**src/rtl/shift_unit.sv**
```systemverilog
// Multi-cycle variable shifter (SLL/SRL/SRA, optional ROR) moving at most STEP bits per cycle.
// Define SHIFT_UNIT_ROTATE_EN to make op=11 a rotate-right; otherwise op=11 behaves as SLL.
module shift_unit #(
    parameter int WIDTH = 32,
    parameter int STEP  = 4,
    parameter int SHW   = $clog2(WIDTH)
) (
    input  logic             clk,
    input  logic             rst,
    input  logic             start,
    input  logic [1:0]       op,
    input  logic [WIDTH-1:0] a,
    input  logic [SHW-1:0]   shamt,
    output logic             busy,
    output logic             done,
    output logic [WIDTH-1:0] y
);

    typedef enum logic [1:0] {
        IDLE  = 2'd0,
        SHIFT = 2'd1,
        DONE  = 2'd2
    } state_t;

    // rem never exceeds WIDTH-1, so capping STEP there leaves min(rem, STEP) unchanged.
    localparam logic [SHW-1:0] STEP_CAP = (STEP >= WIDTH) ? {SHW{1'b1}} : SHW'(STEP);

    state_t           state, state_next;
    logic             accept;
    logic [WIDTH-1:0] acc, acc_step, hi_mask;
    logic [SHW-1:0]   rem, rem_step, amt;
    logic [1:0]       op_q;
    logic             sign;

    // One shift step of the in-flight operand.
    always_comb begin
        amt      = (rem < STEP_CAP) ? rem : STEP_CAP;
        rem_step = rem - amt;
        hi_mask  = ~({WIDTH{1'b1}} >> amt);
        case (op_q)
            2'b01:   acc_step = acc >> amt;
            2'b10:   acc_step = (acc >> amt) | (sign ? hi_mask : '0);
`ifdef SHIFT_UNIT_ROTATE_EN
            2'b11:   acc_step = (acc >> amt) | (acc << ((SHW+1)'(WIDTH) - {1'b0, amt}));
`endif
            default: acc_step = acc << amt;
        endcase
    end

    always_comb begin
        state_next = state;
        accept     = 1'b0;
        case (state)
            IDLE, DONE: begin
                if (start) begin
                    accept     = 1'b1;
                    state_next = (shamt != '0) ? SHIFT : DONE;
                end else if (state == DONE) begin
                    state_next = IDLE;
                end
            end
            SHIFT: begin
                if (rem_step == '0) state_next = DONE;
            end
            default: state_next = IDLE;
        endcase
    end

    always_ff @(posedge clk) begin
        if (rst) state <= IDLE;
        else     state <= state_next;
    end

    always_ff @(posedge clk) begin
        if (rst) begin
            acc  <= '0;
            rem  <= '0;
            y    <= '0;
            op_q <= '0;
            sign <= 1'b0;
        end else if (accept) begin
            acc  <= a;
            rem  <= shamt;
            op_q <= op;
            sign <= a[WIDTH-1];
            if (shamt == '0) y <= a;
        end else if (state == SHIFT) begin
            acc <= acc_step;
            rem <= rem_step;
            if (rem_step == '0) y <= acc_step;
        end
    end

    // Both flags decode the state register directly, so they carry no input path.
    assign busy = (state == SHIFT);
    assign done = (state == DONE);

endmodule

```
**config.mk**
```make
export PLATFORM = sky130hd
export DESIGN_NAME = shift_unit
export DESIGN_NICKNAME = d
export VERILOG_FILES = /design/src/rtl/shift_unit.sv
export SDC_FILE = /design/constraint.sdc
export NUM_CORES = 1
export LEC_CHECK = 0
export CAP_MARGIN = 10
export CORE_UTILIZATION = 35
export CTS_CLUSTER_DIAMETER = 30
export CTS_CLUSTER_SIZE = 20
export DETAILED_ROUTE_END_ITERATION = 7
export SLEW_MARGIN = 30
export SYNTH_ARGS = -nofsm -noshare
export SYNTH_HDL_FRONTEND = slang
export SYNTH_SLANG_ARGS = --single-unit
```
**constraint.sdc**
```tcl
create_clock -name clk -period 3.4 [get_ports clk]
set_input_delay 0.51 -clock clk [delete_from_list [all_inputs] [get_ports clk]]
set_output_delay 0.51 -clock clk [all_outputs]
set_load 0.02 [all_outputs]
```
* After elaboration in Yosys (flattened, before gate mapping)
Index checks and enable logic that the tools add are counted.
Widths: inputs -> output; s select.
** Word-level totals
- Register bits :: 74
- Bits of input ports :: 42
- Output and inout port bits :: 34
- Word-level logic and storage cells :: 47
** Cells by class
- Add/sub/neg operators :: 1
- Magnitude comparators :: 1
- Equal/unequal tests :: 7
- Shift operators :: 3
- Multiplexer cells :: 18
- Bitwise gates (word level) :: 2
- Reduce and logical (&&, ||, !) cells :: 9
** Operators with widths (count)
- $mux 32 :: 7
- $pmux 32 s2 :: 1
- $not 32->32 :: 1
- $or 32x32->32 :: 1
- $shl 32x5->32 :: 1
- $shr 32x5->32 :: 1
- $shr 32x5->32 const A :: 1
- $mux 5 :: 3
- $logic_not 5->1 :: 2
- $mux 2 :: 4
- $lt 5x3->1 const B :: 1
- $reduce_bool 5->1 :: 1
- $sub 5x5->5 :: 1
- $eq 2x1->1 const B :: 2
- $eq 2x2->1 const B :: 2
- $ne 2x1->1 const B :: 2
- $pmux 2 s2 :: 1
- $reduce_bool 2->1 :: 2
- $ne 3x3->1 const B :: 1
- $reduce_and 3->1 :: 1
- $logic_not 2->1 :: 1
- $mux 1 :: 2
- $reduce_and 2->1 :: 1
- $reduce_or 2->1 :: 1

* Longest topological paths before layout
Gate-level depths: netlist (run 1).
- Depth after elaboration :: 10
- Gate-level depth with buffers :: 15
- Gate-level depth less buffers :: 10

* Worst setup path after synthesis (run 1)
OpenSTA, ideal clock, no wires.
- Path type :: reg2reg
- From :: register rem[1]
- To :: register y[22]
- Library setup time :: 0.117 ns
- Arrival :: 2.963 ns
- Data required time :: 3.283 ns
- Setup slack :: 0.321 ns
- Cell stages (with the launch flop) :: 15
- Path buffers :: 5
- Clock period less this slack :: 3.079 ns
- Cell sequence :: dfxtp_1 -> buf_2 -> buf_1 -> clkbuf_1 -> nand2_1 -> ha_1 -> o21ai_0 -> a21oi_1 -> o22ai_1 -> a2bb2oi_1 -> or2_1 -> clkbuf_1 -> inv_2 -> buf_2 -> a22o_1
** Between the ends
- Longest elaborated chain between the ends :: 10
- Elaborated cells between the ends (all ways) :: 16
- Classes of those cells :: 1 x add/sub; 1 x order compare; 3 x shift; 6 x mux; 2 x bitwise; 3 x reduce/logical
** RTL lines
- start: declaration :: line 31 : logic [SHW-1:0] rem, rem_step, amt;
- start signal: assignment :: line 83 : rem <= shamt;
- start signal: assignment :: line 89 : rem <= rem_step;
- $lt 5x3->1 :: line 37 : amt = (rem < STEP_CAP) ? rem : STEP_CAP;
- $mux 5 :: line 37
- $shr 32x5->32 :: line 39 : hi_mask = ~({WIDTH{1'b1}} >> amt);
- $not 32->32 :: line 39
- $mux 32 :: line 42 : 2'b10: acc_step = (acc >> amt) | (sign ? hi_mask : '0);
- $or 32x32->32 :: line 42
- $pmux 32 s2 :: line 40 : case (op_q)
- $mux 32 :: line 90 : if (rem_step == '0) y <= acc_step;
- $mux 32 :: line 87 : end else if (state == SHIFT) begin
- $mux 32 :: line 81 : end else if (accept) begin
- end signal: assignment :: line 90
- end: declaration :: line 16 : output logic [WIDTH-1:0] y
Parallel ways exist; a longest one is shown, timed or not. The select of a mux whose other input is x is not followed.
A chain may end at the register's enable or synchronous reset.

* Worst setup path after layout (run 1)
- From :: register rem[4]
- To :: register y[17]
The elaborated chain is that of the path after synthesis.

==> reports/results.txt, run 1 <==
initial antenna violation count: 0
Crit. End Element: flip-flop
post-CTS setup buffers: 0
initial DRC count: 808
Design Area, Final: 6820 um^2
measured slew at the worst slew-check pin: 0.926 ns
Fillers: 1557
outcome: completed
Total GRT Usage: 0.269
Post-synth EDFFs: 0
clock power share: 0.321
Power Internal: 2060 uW
Final ANT Viol Nets: 0
antenna cells: 0
DIE AREA: 16600 um^2
vias in the first global route: 5747
sequential area share after synthesis: 0.263
final period utilization: 0.856
CTS Buf Count: 9
endpoints failing setup: 0
DPL Wire Length: 14800 um
most frequent cells in the layout: nand2_1, clkdlybuf4s50_1, dfxtp_1
H-tree Lvls: 3
Hold Path Depth: 1
clk root buf: clkbuf_16
total routed wirelength: 22200 um
Yosys Warn Count: 0
slowest stage cell on the critical path: and2_1
Top FF cell, synth: dfxtp_1
Hold Buf Count CTS: 0
first-pass GRT wire length: 33700 um
critical path peak fanout: 19
CTS tree: built
multi-input logic area: 3730 um^2
post-cts resize count: 0
crit path kind: reg -> reg
setup TNS: 0 ns
min Tclk post-route: 2.91 ns
Fmax: 344 MHz
Synth cell types: 75
area occupied by registers: 1480 um^2
dpl cell area: 6510 um^2
switching share of power: 0.382
Rows: 46
TritonRoute pass-1 iters: 6
pwr dens: 487 nW/um^2
DR vias/cell: 6.39
Final Util: 0.431
Worst Slack Setup Final: 0.489 ns
Peak VDD IR: 0.000285 V
crit start category: flip-flop
drt drc: 0
Initial Utilization: 0.356
syn_nets: 751
Max-Cap Viols: 0
Fin Hold WS: 0.456 ns
Vias: 6080
synthesis-to-finish area growth: 21.0%
Clk pin slew, worst setup/hold paths: 0.06 ns
clk buf depth: 2
crit-path cells: or3_1 -> nand2_1 -> ha_1 -> o21ai_0 -> a21oi_1 -> o22ai_1 -> a2bb2oi_1 -> and2_1 -> buf_4 -> o2bb2ai_1
Top Ports: 76
pre-CTS setup slack: 0.511 ns
asr flop ratio synth: 0
normalized max-slew margin: 0.383
Flop pwr share: 0.334
min-delay worst type: reg -> reg
pin count of the biggest net entering global routing: 63
Sw Pwr: 1270 uW
die width: 129 um
Fin. Hold Viols: 0
Slew Viols, Final: 0
Register-to-Register Path Depth: 10
Clock Skew: 0.00577 ns
TritonCTS Sinks: 74
Final nets: 775
Syn Std Cell Area: 5640 um^2
WL/cell: 23.3 um
Synth Area per Inst: 7.99 um^2
power share of the combinational group: 0.346
share of layout cells above drive strength 1: 0.120
RSZ-0062 raised after global routing: no
core area: 15800 um^2
GPL Wtd Cong: 0.953
CP arrival: 3.19 ns
Mapped Cells: 706
grt ovf: 0
Worst Path Required: 3.68 ns
Clock Latency Late Sink: 0.35 ns
commonest non-fill, non-tap cell in the layout: nand2_1
Leakage: 0.00234 uW
I/O Buffers: 75
slowest stage delay, CP: 0.76 ns
chip height: 129 um
register bit count reported by yosys: 74
## state kept, by name, summed over array words and instances, names as in the netlist
signal,flops
sign,1
y,32
acc,32
rem,5
state,2
op_q,2
## through the flow
step	total power (uW)	std cells
floorplan	1840	706
global placement	2230	935
detailed placement	2250	935
CTS	3300	951
global route	3450	951
finish	3330	951
## worst paths after layout
kind | startpoint | to | slack (ns)
worst min register to register | y[4]$_SDFFE_PP0P_ | y[4]$_SDFFE_PP0P_ | 0.46
worst min-delay path | y[4]$_SDFFE_PP0P_ | y[4]$_SDFFE_PP0P_ | 0.46
worst max register to register | rem[4]$_SDFFE_PP0P_ | y[17]$_SDFFE_PP0P_ | 0.49
worst max-delay path | rem[4]$_SDFFE_PP0P_ | y[17]$_SDFFE_PP0P_ | 0.49
## kinds of logic after synthesis
family | count (synthesis) | share of synthesized area
multiplexers | 48 | 0.127
flip-flops | 74 | 0.263
buffers and inverters | 103 | 0.0788
other | 1 | 0.000665
XOR/XNOR | 2 | 0.00311
adder cells (fa/ha/maj) | 3 | 0.00666
AO/OA/AOI/OAI | 271 | 0.343
AND/OR/NAND/NOR | 204 | 0.178
## cells in the mapped netlist, types with 3 or more instances
cell,number,area [um^2]
o211ai_1,7,52.6
o22ai_1,16,100
nor4_1,10,62.6
a22o_1,21,184
buf_6,4,45.0
buf_1,12,45.0
o32ai_1,8,70.1
a21o_1,6,45.0
nor3_1,9,45.0
nand2_1,82,308
nand2b_1,10,62.6
o2bb2ai_1,12,105
a31oi_1,4,25.0
a311oi_1,6,52.6
and2_1,5,31.3
and3_1,6,37.5
a22oi_1,23,173
nor2_1,47,176
ha_1,3,37.5
buf_2,15,75.1
mux4_2,18,405
mux2i_1,24,240
a211oi_1,18,135
clkbuf_1,60,225
mux2_2,4,45.0
o21ai_0,27,135
o21ai_1,6,30.0
o21bai_1,3,22.5
a21oi_1,61,305
a32o_1,7,70.1
dfxtp_1,74,1480
a221oi_1,16,140
nand3_1,9,45.0
nor2b_1,4,25.0
or3_1,10,62.6
inv_1,6,22.5
## layout make-up
cell class	count	area share
clock buffers	9	0.0330
multi-input cells	529	0.546
well taps	216	0.0396
repair buffers	107	0.145
clock inverters	7	0.0134
flip-flops and latches	74	0.217
inverters	9	0.00495
## layer usage
metal,global-route usage,vias up,share of wire
met5,0,-,0
met4,0.119,0,0.029
met3,0.0366,48,0.067
met2,0.432,321,0.47
met1,0.360,2968,0.44
li1,-,2743,-
## power by group through the flow
stage	sequential [uW]	clock (uW)	combinational, uW
floorplan	1020	0	825
global placement	1120	0	1110
detailed placement	1120	0	1130
CTS	1100	1070	1130
global route	1110	1110	1230
finish	1110	1070	1150
## worst max-delay path, delay by kind of cell (launching register included)
| family | cells | cell delay [ns] |
|---|---|---|
| buffers and inverters | 1 | 0.32 |
| flip-flops | 1 | 0.32 |
| AO/OA/AOI/OAI | 5 | 0.96 |
| adder cells (fa/ha/maj) | 1 | 0.27 |
| AND/OR/NAND/NOR | 3 | 0.95 |
(Power assumes the default switching activity.)
==> run 2, diff against run 1 <==
--- a/config.mk
+++ b/config.mk
@@ -6,7 +6,8 @@
 export NUM_CORES = 1
 export LEC_CHECK = 0
 export CAP_MARGIN = 10
-export CORE_UTILIZATION = 35
+export CORE_MARGIN = 3
+export CORE_UTILIZATION = 43
 export CTS_CLUSTER_DIAMETER = 30
 export CTS_CLUSTER_SIZE = 20
 export DETAILED_ROUTE_END_ITERATION = 7
==> run 2 against run 1 <==
Net effect: critical path depth unchanged; worst hold slack improved by 0.0056 ns; core utilization is 11 points higher; via count is 1.6% lower.
==> reports/results.txt, run 2 (same netlist as run 1, synthesis figures left out) <==
outcome: completed
Leakage: 0.00237 uW (+1.4%)
grt ovf: 0 (unchanged)
CTS Buf Count: 9 (unchanged)
setup TNS: 0 ns (unchanged)
crit-path cells: or3_1 -> nand2_1 -> ha_1 -> o21ai_0 -> a21oi_1 -> o22ai_1 -> a2bb2oi_1 -> and2_1 -> buf_4 -> a22o_1
crit start category: flip-flop
GPL Wtd Cong: 0.955 (+0.21%)
Top Ports: 76 (unchanged)
TritonCTS Sinks: 74 (unchanged)
endpoints failing setup: 0 (unchanged)
Register-to-Register Path Depth: 10 (unchanged)
antenna cells: 0 (unchanged)
RSZ-0062 raised after global routing: no
post-cts resize count: 0 (unchanged)
crit path kind: reg -> reg
Clock Skew: 0.00796 ns (+0.00219 ns)
vias in the first global route: 5597 (-2.6%)
DPL Wire Length: 14500 um (-2.1%)
pin count of the biggest net entering global routing: 65 (+3.2%)
Design Area, Final: 6840 um^2 (+0.22%)
post-CTS setup buffers: 0 (unchanged)
Peak VDD IR: 0.000272 V (-4.6%)
Vias: 5981 (-1.6%)
dpl cell area: 6450 um^2 (-0.85%)
Fin. Hold Viols: 0 (unchanged)
min-delay worst type: reg -> reg
Crit. End Element: flip-flop
share of layout cells above drive strength 1: 0.120 (unchanged)
Hold Path Depth: 1 (unchanged)
Final nets: 775 (unchanged)
Max-Cap Viols: 0 (unchanged)
clk buf depth: 2 (unchanged)
Rows: 41 (-11%)
Initial Utilization: 0.443 (+0.0870)
I/O Buffers: 75 (unchanged)
WL/cell: 23.8 um (+1.9%)
Fmax: 339 MHz (-1.3%)
initial DRC count: 736 (-8.9%)
die width: 121 um (-6.5%)
Hold Buf Count CTS: 0 (unchanged)
initial antenna violation count: 0 (unchanged)
normalized max-slew margin: 0.426 (+0.0431)
Clock Latency Late Sink: 0.35 ns (about the same)
Worst Path Required: 3.69 ns (about the same)
slowest stage cell on the critical path: and2_1
drt drc: 0 (unchanged)
Final ANT Viol Nets: 0 (unchanged)
H-tree Lvls: 3 (unchanged)
measured slew at the worst slew-check pin: 0.858 ns (-0.0683 ns)
pwr dens: 510 nW/um^2 (+4.7%)
largest registers: acc: 32 flops, y: 32 flops, rem: 5 flops
DIE AREA: 14500 um^2 (-13%)
Fin Hold WS: 0.461 ns (+0.00556 ns)
most frequent cells in the layout: nand2_1, clkdlybuf4s50_1, dfxtp_1
TritonRoute pass-1 iters: 5 (-1)
first-pass GRT wire length: 33100 um (-1.9%)
Total GRT Usage: 0.293 (+0.0244)
total routed wirelength: 21600 um (-2.8%)
core area: 12700 um^2 (-20%)
slowest stage delay, CP: 0.64 ns (-0.12 ns)
DR vias/cell: 6.59 (+3.1%)
CTS tree: built
critical path peak fanout: 16 (-3)
synthesis-to-finish area growth: 21.3%
min Tclk post-route: 2.95 ns (+0.0381 ns)
Clk pin slew, worst setup/hold paths: 0.06 ns (about the same)
final period utilization: 0.867 (+0.0112)
clk root buf: clkbuf_16
CP arrival: 3.24 ns (+0.05 ns)
chip height: 121 um (-6.5%)
Slew Viols, Final: 0 (unchanged)
commonest non-fill, non-tap cell in the layout: nand2_1
## run 2: cell count changes in the layout (fill, tap and decap cells not counted), sizes merged
cell / change
clkinvlp: -1
inv: -1
clkinv: -3
bufinv: +2
clkbuf: +3
## run 2: through the flow
stage	total power (uW)	instances	util	worst slack, ns
2_1_floorplan	1840	706	-	0.321
3_3_place_gp	2220	891	0.507	0.637
4_1_cts	3480	907	0.538	0.468
3_5_place_dp	2230	891	0.507	0.488
5_1_grt	3630	907	0.538	0.224
6_report	3490	907	0.538	0.451
## run 2: worst paths after layout
path / start / endpoint / slack (ns)
setup reg to reg: rem[3]$_SDFFE_PP0P_ / y[23]$_SDFFE_PP0P_ / 0.45
hold reg to reg: y[4]$_SDFFE_PP0P_ / y[4]$_SDFFE_PP0P_ / 0.46
setup / recovery: rem[3]$_SDFFE_PP0P_ / y[23]$_SDFFE_PP0P_ / 0.45
hold / removal: y[4]$_SDFFE_PP0P_ / y[4]$_SDFFE_PP0P_ / 0.46
## run 2: worst max-delay path: cells and delay by family, from the launching register on
family | cells | cell delay (ns)
and+or+nand+nor | 3 | 0.82
AOI/OAI and AO/OA | 5 | 1.12
DFF | 1 | 0.33
buffers and inverters | 1 | 0.36
adders and majority gates | 1 | 0.26
## run 2: layout make-up
| cell class | count | area, um^2 |
|---|---|---|
| multi-input cells | 529 | 3730 |
| well taps | 172 | 215 |
| clock buffers | 12 | 267 |
| clock inverters | 4 | 120 |
| repair buffers | 107 | 991 |
| fillers | 1238 | 5880 |
| inverters | 9 | 33.8 |
| flip-flops and latches | 74 | 1480 |
## run 2: metal layers
metal,up-vias,track usage,wire length (um)
met5,-,0,0
met4,0,0.0999,571
met3,38,0.0538,1730
met2,297,0.455,9980
met1,2900,0.411,9270
li1,2746,-,-
## run 2: where the power goes
part	switching [uW]	total, uW	internal [uW]	leakage [uW]
combinational	664	1140	473	0.00157
clock	396	1250	852	0.000189
sequential	164	1110	942	0.000605
total	1220	3490	2270	0.00237
==> run 3, diff against run 2 <==
--- a/config.mk
+++ b/config.mk
@@ -5,7 +5,7 @@
 export SDC_FILE = /design/constraint.sdc
 export NUM_CORES = 1
 export LEC_CHECK = 0
-export CAP_MARGIN = 10
+export CORE_ASPECT_RATIO = 0.8
 export CORE_MARGIN = 3
 export CORE_UTILIZATION = 43
 export CTS_CLUSTER_DIAMETER = 30
==> run 3 against run 2 <==
Net effect: design area shrank 1.2%; non-clock buffer count shrank 2; critical path depth shrank 6; clock-buffer cell count shrank 3; die area is essentially flat; critical path type is now reg -> out; largest power group is now combinational cells.
==> reports/results.txt, run 3 (same netlist as run 1, synthesis figures left out) <==
I/O Buffers: 75 (unchanged)
post-cts resize count: 0 (unchanged)
die width: 134 um (+11%)
Vias: 6073 (+1.5%)
Reg2Reg Setup Slack: 0.65 ns (+0.20 ns)
vias in the first global route: 5945 (+6.2%)
pwr dens: 483 nW/um^2 (-5.3%)
setup TNS: 0 ns (unchanged)
DR vias/cell: 6.72 (+1.9%)
Fmax: 360 MHz (+6.1%)
largest registers: acc: 32 flops, y: 32 flops, rem: 5 flops
final period utilization: 0.817 (-0.0500)
Hold Buf Count CTS: 0 (unchanged)
Leakage: 0.00232 uW (-1.9%)
Max-Cap Viols: 0 (unchanged)
initial antenna violation count: 0 (unchanged)
Final ANT Viol Nets: 0 (unchanged)
chip height: 108 um (-10%)
multi-input logic area: 3730 um^2 (about the same)
most frequent cells in the layout: nand2_1, clkdlybuf4s50_1, dfxtp_1
area occupied by registers: 1480 um^2 (unchanged)
commonest non-fill, non-tap cell in the layout: nand2_1
DIE AREA: 14500 um^2 (about the same)
CP arrival: 2.27 ns (-0.97 ns)
grt ovf: 0 (unchanged)
crit path kind: reg -> out
CTS tree: built
clk buf depth: 2 (unchanged)
Fillers: 1168 (-5.7%)
RSZ-0062 raised after global routing: no
post-CTS setup buffers: 0 (unchanged)
core area: 12500 um^2 (-1.9%)
Worst Slack Setup Final: 0.621 ns (+0.170 ns)
initial DRC count: 967 (+31%)
total routed wirelength: 20200 um (-6.1%)
Slew Viols, Final: 0 (unchanged)
CTS Buf Count: 9 (unchanged)
share of layout cells above drive strength 1: 0.119 (-0.00104)
WL/cell: 22.4 um (-5.8%)
critical path peak fanout: 18 (+2)
clk root buf: clkbuf_16
measured slew at the worst slew-check pin: 0.942 ns (+0.0848 ns)
outcome: completed
endpoints failing setup: 0 (unchanged)
Clock Latency Late Sink: 0.34 ns (about the same)
min-delay worst type: reg -> reg
Top Ports: 76 (unchanged)
drt drc: 0 (unchanged)
antenna cells: 0 (unchanged)
Rows: 36 (-12%)
Fin. Hold Viols: 0 (unchanged)
Cells after DPL: 888 (-0.34%)
synthesis-to-finish area growth: 19.8%
pin count of the biggest net entering global routing: 63 (-3.1%)
Worst Path Required: 2.89 ns (-0.80 ns)
TritonCTS Sinks: 74 (unchanged)
Clk pin slew, worst setup/hold paths: 0.06 ns (about the same)
min Tclk post-route: 2.78 ns (-0.170 ns)
Total GRT Usage: 0.279 (-0.0143)
Final nets: 773 (-0.26%)
Tot Pwr: 3270 uW (-6.4%)
Peak VDD IR: 0.000265 V (-2.7%)
Clock Skew: 0.00627 ns (-0.00169 ns)
pre-CTS setup slack: 0.411 ns (-0.0767 ns)
Initial Utilization: 0.452 (+0.00871)
GPL Wtd Cong: 0.990 (+3.6%)
Non-Filler Instances: 904 (-0.33%)
TritonRoute pass-1 iters: 7 (+2)
normalized max-slew margin: 0.369 (-0.0565)
DPL Wire Length: 13800 um (-4.2%)
Final Util: 0.542 (+0.00395)
H-tree Lvls: 3 (unchanged)
crit start category: flip-flop
first-pass GRT wire length: 32400 um (-2.1%)
Crit. End Element: output port
run 3: changes by cell type in the layout (fill, tap and decap cells not counted), sizes merged:
cell / delta
bufinv: -2
clkinv: +3
buf: -2
clkbuf: -3
clkinvlp: +2
run 3: worst paths after layout:
path,start,end,cells past startpoint
worst min-delay path,y[18]$_SDFFE_PP0P_,y[18]$_SDFFE_PP0P_,1
worst max-delay path,state[1]$_SDFFE_PP0P_,busy,4
worst max register to register,rem[3]$_SDFFE_PP0P_,y[14]$_SDFFE_PP0P_,10
worst min register to register,y[18]$_SDFFE_PP0P_,y[18]$_SDFFE_PP0P_,1
run 3: report_power, final:
| part | total (uW) | internal, uW | switching [uW] |
|---|---|---|---|
| Sequential | 1100 | 942 | 160 |
| Clock | 1030 | 641 | 393 |
| Combinational | 1130 | 472 | 658 |
run 3: layout make-up:
cell class	count	share of cell area
Clock buffer	9	0.0333
Multi-Input combinational cell	529	0.552
Timing Repair Buffer	105	0.144
Clock inverter	7	0.0139
Tap cell	171	0.0317
Inverter	9	0.00500
Sequential cell	74	0.220
run 3: per-layer routing:
metal,up-vias,global-route usage,part of all wire
met1,2890,0.386,0.44
met5,-,0,0
met4,0,0.106,0.027
li1,2734,-,-
met2,384,0.408,0.43
met3,65,0.0860,0.11
run 3: worst max-delay path, cell delays in order, from the launching register on:
cell and delay [ns]:
dfxtp_1 0.33, nand2b_1 0.58, clkinv_1 0.20, buf_4 0.25, clkdlybuf4s50_1 0.56
run 3: through the flow:
stage	hold WS [ns]	cell area (um^2)
after floorplan	0.445	5640
after global placement	0.443	6440
after detailed placement	0.453	6440
after CTS	0.468	6760
after global routing	0.477	6760
final	0.462	6760
